==> config.mk <==
export PLATFORM = sky130hd
export DESIGN_NAME = capture_sequencer_flat
export DESIGN_NICKNAME = d
export VERILOG_FILES = /design/src/rtl/capture_sequencer_if.sv /design/src/rtl/capture_sequencer.sv /design/src/flat_wrapper.sv
export SDC_FILE = /design/constraint.sdc
export NUM_CORES = 1
export LEC_CHECK = 0
export BUFFER_PORTS_ARGS = -buffer_cell sky130_fd_sc_hd__buf_2
export CORE_MARGIN = 3
export CORE_UTILIZATION = 57
export CTS_CLUSTER_DIAMETER = 50
export DETAILED_ROUTE_END_ITERATION = 10
export PLACE_DENSITY = 0.81
export SETUP_SLACK_MARGIN = 0.1
export SLEW_MARGIN = 20
export SYNTH_ARGS = -nofsm -noshare
export SYNTH_HDL_FRONTEND = slang
export SYNTH_SLANG_ARGS = --single-unit
==> constraint.sdc <==
create_clock -name clk -period 4.3 [get_ports clk]
set_clock_uncertainty 0.15 [all_clocks]
set_input_delay 0.43 -clock clk [delete_from_list [all_inputs] [get_ports clk]]
set_output_delay 0.43 -clock clk [all_outputs]
set_load 0.02 [all_outputs]
==> src/rtl/capture_sequencer_if.sv <==
// Handshake between the capture sequencer (master) and the byte-capture datapath (slave).
interface capture_sequencer_if #(
  parameter int AW = 3
);
  logic          loaddata;
  logic [AW-1:0] wr_addr;
  logic          calc_start;
  logic          inputdata_ready;
  logic          calc_done;

  modport master (
    output loaddata,
    output wr_addr,
    output calc_start,
    input  inputdata_ready,
    input  calc_done
  );

  modport slave (
    input  loaddata,
    input  wr_addr,
    input  calc_start,
    output inputdata_ready,
    output calc_done
  );
endinterface

==> src/rtl/capture_sequencer.sv <==
// Capture sequencer: debounced operator presses drive byte loads, then a datapath calculation and result display.
// Optional LOAD timeout with sticky error is enabled by defining SEQ_TIMEOUT_EN.
//
// state      | meaning
// -----------+-------------------------------------------------------------
// IDLE       | waiting for the first press of a frame
// LOAD       | loaddata high, waiting for inputdata_ready at wr_addr
// WAIT_REL   | byte captured, wr_addr advanced, waiting for the next press
// CALC       | one-cycle calc_start pulse
// WAIT_DONE  | waiting for calc_done
// SHOW       | result on display until the next press
// ERROR      | LOAD timed out; left only through reset (SEQ_TIMEOUT_EN)
module capture_sequencer #(
  parameter int DEPTH      = 8,
  parameter int AW         = 3,
  parameter int DEB_CYCLES = 4,
  parameter int TIMEOUT    = 15
) (
  input  logic                clk,
  input  logic                reset,
  input  logic                enter,
  capture_sequencer_if.master dp,
  output logic                busy,
  output logic                show,
  output logic [3:0]          frame_cnt,
  output logic                err
);

  localparam int            DW        = $clog2(DEB_CYCLES + 1);
  localparam logic [DW-1:0] DEB_MAX   = DW'(DEB_CYCLES);
  localparam logic [DW-1:0] DEB_LAST  = DW'(DEB_CYCLES - 1);
  localparam logic [AW-1:0] ADDR_LAST = AW'(DEPTH - 1);

`ifdef SEQ_TIMEOUT_EN
  localparam int            TW       = $clog2(TIMEOUT + 1);
  localparam logic [TW-1:0] TMR_LOAD = TW'(TIMEOUT - 1);

  typedef enum logic [2:0] {
    S_IDLE, S_LOAD, S_WAIT_REL, S_CALC, S_WAIT_DONE, S_SHOW, S_ERROR
  } state_t;

  logic [TW-1:0] tmr;
`else
  typedef enum logic [2:0] {
    S_IDLE, S_LOAD, S_WAIT_REL, S_CALC, S_WAIT_DONE, S_SHOW
  } state_t;
`endif

  state_t        state;
  logic          enter_m;
  logic          enter_s;
  logic [DW-1:0] deb_cnt;
  logic          press;

  // press fires once when the count reaches DEB_CYCLES; the saturated count blocks repeats until release
  always_ff @(posedge clk) begin
    if (reset) begin
      enter_m <= 1'b0;
      enter_s <= 1'b0;
      deb_cnt <= '0;
      press   <= 1'b0;
    end else begin
      enter_m <= enter;
      enter_s <= enter_m;
      press   <= enter_s && (deb_cnt == DEB_LAST);
      if (!enter_s)
        deb_cnt <= '0;
      else if (deb_cnt != DEB_MAX)
        deb_cnt <= deb_cnt + 1'b1;
    end
  end

  // A press can only arrive after enter_s has dropped since the previous one,
  // so WAIT_REL accepting any press is the same as waiting for release first.
  always_ff @(posedge clk) begin
    if (reset) begin
      state         <= S_IDLE;
      dp.loaddata   <= 1'b0;
      dp.wr_addr    <= '0;
      dp.calc_start <= 1'b0;
      busy          <= 1'b0;
      show          <= 1'b0;
      frame_cnt     <= 4'd0;
`ifdef SEQ_TIMEOUT_EN
      err           <= 1'b0;
      tmr           <= '0;
`endif
    end else begin
      dp.calc_start <= 1'b0;
      unique case (state)
        S_IDLE, S_WAIT_REL: begin
          if (press) begin
            state       <= S_LOAD;
            dp.loaddata <= 1'b1;
            busy        <= 1'b1;
`ifdef SEQ_TIMEOUT_EN
            tmr         <= TMR_LOAD;
`endif
          end
        end
        S_LOAD: begin
          if (dp.inputdata_ready) begin
            dp.loaddata <= 1'b0;
            if (dp.wr_addr == ADDR_LAST) begin
              state         <= S_CALC;
              dp.calc_start <= 1'b1;
            end else begin
              state      <= S_WAIT_REL;
              dp.wr_addr <= dp.wr_addr + 1'b1;
            end
          end
`ifdef SEQ_TIMEOUT_EN
          else if (tmr == '0) begin
            state       <= S_ERROR;
            dp.loaddata <= 1'b0;
            err         <= 1'b1;
          end else begin
            tmr <= tmr - 1'b1;
          end
`endif
        end
        S_CALC: begin
          state <= S_WAIT_DONE;
        end
        S_WAIT_DONE: begin
          if (dp.calc_done) begin
            state     <= S_SHOW;
            show      <= 1'b1;
            frame_cnt <= frame_cnt + 4'd1;
          end
        end
        S_SHOW: begin
          if (press) begin
            state      <= S_IDLE;
            show       <= 1'b0;
            busy       <= 1'b0;
            dp.wr_addr <= '0;
          end
        end
`ifdef SEQ_TIMEOUT_EN
        S_ERROR: begin
          state <= S_ERROR;
        end
`endif
        default: begin
          state <= S_IDLE;
        end
      endcase
    end
  end

`ifndef SEQ_TIMEOUT_EN
  assign err = 1'b0;
`endif

endmodule

==> src/flat_wrapper.sv <==
// flat-port wrapper written by rule: the top's interface ports become plain ports
module capture_sequencer_flat 
#(
  parameter int DEPTH      = 8,
  parameter int AW         = 3,
  parameter int DEB_CYCLES = 4,
  parameter int TIMEOUT    = 15
)
  (clk, reset, enter, busy, show, frame_cnt, err, dp_loaddata, dp_wr_addr, dp_calc_start, dp_inputdata_ready, dp_calc_done);
  capture_sequencer_if #(.AW(AW)) dp_i ();
  input  logic clk;
  input  logic reset;
  input  logic enter;
  output logic busy;
  output logic show;
  output logic [3:0] frame_cnt;
  output logic err;
  output wire logic [$bits(dp_i.loaddata)-1:0] dp_loaddata;
  output wire logic [$bits(dp_i.wr_addr)-1:0] dp_wr_addr;
  output wire logic [$bits(dp_i.calc_start)-1:0] dp_calc_start;
  input wire logic [$bits(dp_i.inputdata_ready)-1:0] dp_inputdata_ready;
  input wire logic [$bits(dp_i.calc_done)-1:0] dp_calc_done;
  assign dp_loaddata = dp_i.loaddata;
  assign dp_wr_addr = dp_i.wr_addr;
  assign dp_calc_start = dp_i.calc_start;
  assign dp_i.inputdata_ready = dp_inputdata_ready;
  assign dp_i.calc_done = dp_calc_done;
  capture_sequencer #(.DEPTH(DEPTH), .AW(AW), .DEB_CYCLES(DEB_CYCLES), .TIMEOUT(TIMEOUT)) u_core (.clk(clk), .reset(reset), .enter(enter), .dp(dp_i), .busy(busy), .show(show), .frame_cnt(frame_cnt), .err(err));
endmodule
# [Word-level counts from Yosys, hierarchy flattened]
# Cells that the tools add are included.
[classes] addsub=3 n_eq_ne=13 mux=17 bitwise_logic=3 reduce_logical=15
[op_table] cell="2-to-1 mux 3 bit" count=6
[op_table] cell="case mux 3 bit (5 select lines)" count=1
[op_table] cell="equality test 3 x 2 -> 1 bit (second input constant)" count=3
[op_table] cell="equality test 3 bit (second input constant)" count=3
[op_table] cell="AND reduction 3 bit" count=3
[op_table] cell="AND reduction 4 bit" count=2
[op_table] cell="nonzero test 2 bit" count=4
[op_table] cell="adder 3 x 1 -> 3 bit (second input constant)" count=2
[op_table] cell="2-to-1 mux 1 bit" count=6
[op_table] cell="!= test 2 bit (second input constant)" count=3
[op_table] cell="case mux 1 bit (2 select lines)" count=3
[op_table] cell="case mux 3 bit (2 select lines)" count=1
[op_table] cell="adder 4 x 1 -> 4 bit (second input constant)" count=1
[op_table] cell="!= test 2 x 1 -> 1 bit (second input constant)" count=2
[op_table] cell="OR reduction 2 bit" count=2
[op_table] cell="equality test 3 x 1 -> 1 bit (second input constant)" count=1
[op_table] cell="logical NOT 3 bit" count=1
[op_table] cell="!= test 3 bit (second input constant)" count=1
[op_table] cell="NOT 1 bit" count=3
[op_table] cell="OR reduction 3 bit" count=1
[op_table] cell="AND reduction 2 bit" count=1
[op_table] cell="logical AND 1 bit" count=1
[totals] register_bits=20 input_bits=5

# [Longest topological paths before layout]
[logic_depth] ltp_word=4 depth_mapped=5 mapped_depth_nobuf=5

# [Least setup slack after synthesis]
# No wires, ideal clock.
[synth_timing] path_kind="register -> register" startpoint="reg u_core.dp.wr_addr[0]" endpoint="reg u_core.dp.wr_addr[0]" arrival_time_ps=1665 setup_slack_ps=2413 path_stages_with_launch=6 synth_period_minus_slack_ps=1887 cell_sequence="dfxtp_1 -> ha_1 -> ha_1 -> or3b_4 -> a211oi_4 -> mux2i_1"
[synth_between] elab_chain_len=4
[synth_rtl] element="start, declared" line="capture_sequencer_if.sv:13" rtl="output wr_addr,"
[synth_rtl] element="start signal, assigned" line="capture_sequencer.sv:109" rtl="dp.wr_addr <= dp.wr_addr + 1'b1;"
[synth_rtl] element="adder 3 x 1 -> 3 bit" line="capture_sequencer.sv:109"
[synth_rtl] element="2-to-1 mux 3 bit" line="capture_sequencer.sv:104" rtl="if (dp.wr_addr == ADDR_LAST) begin"
[synth_rtl] element="2-to-1 mux 3 bit" line="capture_sequencer.sv:102" rtl="if (dp.inputdata_ready) begin"
[synth_rtl] element="case mux 3 bit (2 select lines)" line="capture_sequencer.sv:90" rtl="unique case (state)"
# Several ways; a longest one is shown, not always the timed one. The select of a mux whose other input is x is not followed.
# A chain may end at the register's enable or synchronous reset.

# [Worst setup path in the final report]
# Same ends and word-level chain as after synthesis.

==> metrics.md <==
| Metric | Value |
|---|---|
| Main combinational cell family by area after synthesis | `simple AND/OR/NAND/NOR gates` |
| Multiplexer share of the synthesized area | `0.0551` |
| FF-to-FF Start | `u_core.dp.wr_addr[0]` |
| FP Rows | `13` |
| Iteration count of the initial detailed-routing pass | `4` |
| Req. time, crit path | `4.38 ns` |
| CP arrival | `about 2 ns` |
| Largest net degree at the start of global routing | `23` |
| FF-to-FF End | `u_core.dp.wr_addr[0]` |
| Lkg Pwr | `0.426 nW` |
| Post-Layout Inst Area | `~1000 um2` |
| Post-CTS setup buffer count | `0` |
| Final Hold Viols | `0` |
| Die extent in x | `46.4 um` |
| Area share of and/or/nand/nor cells after synthesis | `0.259` |
| Period utilisation layout | `0.450` |
| Cell area after placement | `1000 um2` |
| Number of port buffers | `15` |
| XOR/XNOR Fraction of Synth Area | `0.0188` |
| Final Core Density | `0.732` |
| Vias in the first global route | `590` |
| Crit Path Class | `register to register` |
| Setup TNS | `0 ns` |
| Number of buffers created by CTS | `3` |
| Antenna-violating nets left | `0` |
| H-tree depth | `1` |
| First-pass GRT wire length | `2530 um` |
| Max Fclk | `between 500 and 600 MHz` |
| Die area | `about 2200 um2` |
| Sequential-to-total area share from yosys stat | `0.430` |
| RD Place Congestion | `0.724` |
| Unrepaired setup endpoints after global routing | `false` |
| Root Buffer | `clkbuf_4` |
| CTS tree | `yes` |
| Max Slew Vio Count | `0` |
| I/O pin count | `17` |
| R2R depth | `5` |
| Die Ht | `46.4 um` |
| Core footprint | `around 1400 um2` |
| Setup crit start | `u_core.dp.wr_addr[0]` |
| Antenna violations before repair | `0` |
| Min Tclk post-route | `roughly 1.9 ns` |
| Fraction of layout instances using a drive strength above 1 | `0.209` |
| Clk_lat worst skew | `around 0.3 ns` |
| Initial core utilization | `0.658` |
| Synth cell types | `31` |
| Final setup vio count | `0` |
| Hold_ws | `around 0.18 ns` |
| Via count | `710` |
| Longest Clk Path Bufs | `2` |
| Critical Path Start Type | `register` |
| # hold bufs at CTS | `0` |
| DRT Wirelength | `about 1500 um` |
| GRT overflow | `0` |
| Critical Path End | `u_core.dp.wr_addr[0]` |
| Most frequent cells in the layout | `dfxtp_1, buf_2, nor2_1, nand2_1` |
| Final nets | `approximately 130` |
| Maximum vdd drop | `0.000305 V` |
| Syn_nets | `about 110` |
| DR iter-0 viols | `11` |
| Post-synthesis compound-gate area fraction | `0.101` |
| Cts repair resizes | `0` |
| R2r setup slk | `2.37 ns` |
| Crit path capture type | `register` |
| CP Max Fanout | `4` |
| FF+latch count, synth | `20` |
| Clock transition at path regs | `around 0.10 ns` |
| Hpwl dp | `roughly 1200 um` |
| Pwr Total | `310 uW` |
| Max_cap viols | `0` |
| Dpl cells | `approximately 130` |
| Commonest non-fill, non-tap cell in the layout | `dfxtp_1` |
| Pre-CTS WS | `2.38 ns` |
| Via density | `about 5.5` |
| Residual DRC | `0` |
| Post-synthesis adder-cell area fraction | `0.0806` |
| Worst hold path type | `input port to register` |
| Final WS setup | `~2.4 ns` |
| Clk sinks | `20` |
| DR WL/cell | `about 12 um` |
| Synthesis-to-layout area growth | `11.3%` |
| Synth warn | `0` |
| Fillers | `111` |
| Ant diodes | `0` |
| Synth Instances | `slightly above 100` |
| Final std cells w/o fill | `between 100 and 150` |
| Syn Area/Cell | `roughly 9.2 um2` |
| Overall Global Routing Usage | `0.169` |
| Synthesized area | `between 900 and 1000 um2` |
| P per Cell Area | `~300 nW/um2` |
| Status | `finished, final reports clean` |
-- worst max-delay path, cell delays in order (launching register included) --
cell	delay [ns]
dfxtp_1	0.34
ha_1	0.20
ha_1	0.19
or3b_4	0.39
a211oi_4	0.34
mux2i_1	0.24
-- layer usage --
metal	vias up	GRT usage	wire, um
met5	-	0	0
met4	0	0.0682	15
met3	2	0.0586	86
met2	18	0.277	730
met1	324	0.198	710
li1	366	-	-
-- cell families (layout without fill, tap and decap cells) --
logic type	count (synthesis)	count (layout)
compound gates	14	14
xor+xnor	2	2
fa+ha+maj	6	6
buf+inv	11	25
flops	20	20
mux	5	5
other cells	1	1
simple gates	42	42
-- cell usage after synthesis --
master,n,area (um2)
nor3b_1,1,7.51
clkbuf_1,2,7.51
or3b_4,1,11.3
nor4_1,1,6.26
nand3_1,2,10.0
buf_2,2,10.0
a211oi_4,1,20.0
mux2i_1,4,40.0
nand4_1,1,6.26
a21oi_1,6,30.0
mux2_2,1,11.3
xnor2_1,2,17.5
buf_4,1,7.51
a31o_2,1,8.76
or3_1,1,6.26
a211oi_1,1,7.51
dfxtp_1,20,400
a31oi_1,2,12.5
nand2b_1,5,31.3
inv_1,6,22.5
nand2_1,8,30.0
conb_1,1,3.75
nor2_1,8,30.0
nor3_1,3,15.0
or2b_1,1,7.51
nor2b_1,4,25.0
and4bb_4,1,16.3
and3b_1,1,8.76
o21ai_0,3,15.0
nand3b_1,4,30.0
ha_1,6,75.1
-- power breakdown --
part           leakage (nW)  internal, mW  switching, mW
Sequential            0.162         0.187       0.000993
Clock                0.0210        0.0517         0.0559
Combinational         0.244       0.00590        0.00832
-- flip-flops by register name (all words and copies together) (netlist names) --
signal                count
u_core.enter_s            1
u_core.press              1
u_core.enter_m            1
u_core.show               1
u_core.busy               1
u_core.dp.loaddata        1
u_core.frame_cnt          4
u_core.dp.calc_start      1
u_core.dp.wr_addr         3
u_core.deb_cnt            3
u_core.state              3
-- layout make-up --
type,count,area [um2],share of cell area
repair buffers,15,75.1,0.0725
multi-input cells,70,483,0.466
well taps,15,18.8,0.0181
inverters,6,22.5,0.0217
flip-flops and latches,20,400,0.386
clock buffers,4,36.3,0.0350
-- how the worst min path moves through the flow --
stage	from	end	slack (ns)	cells after the start
5_1_grt	enter	u_core.enter_m	0.18	2
4_1_cts	enter	u_core.enter_m	0.18	2
3_3_place_gp	u_core.enter_m	u_core.enter_s	0.27	1
6_report	enter	u_core.enter_m	0.18	2
2_1_floorplan	u_core.enter_m	u_core.enter_s	0.26	1
3_5_place_dp	u_core.enter_m	u_core.enter_s	0.28	1
Power figures use the tool's default switching activity.
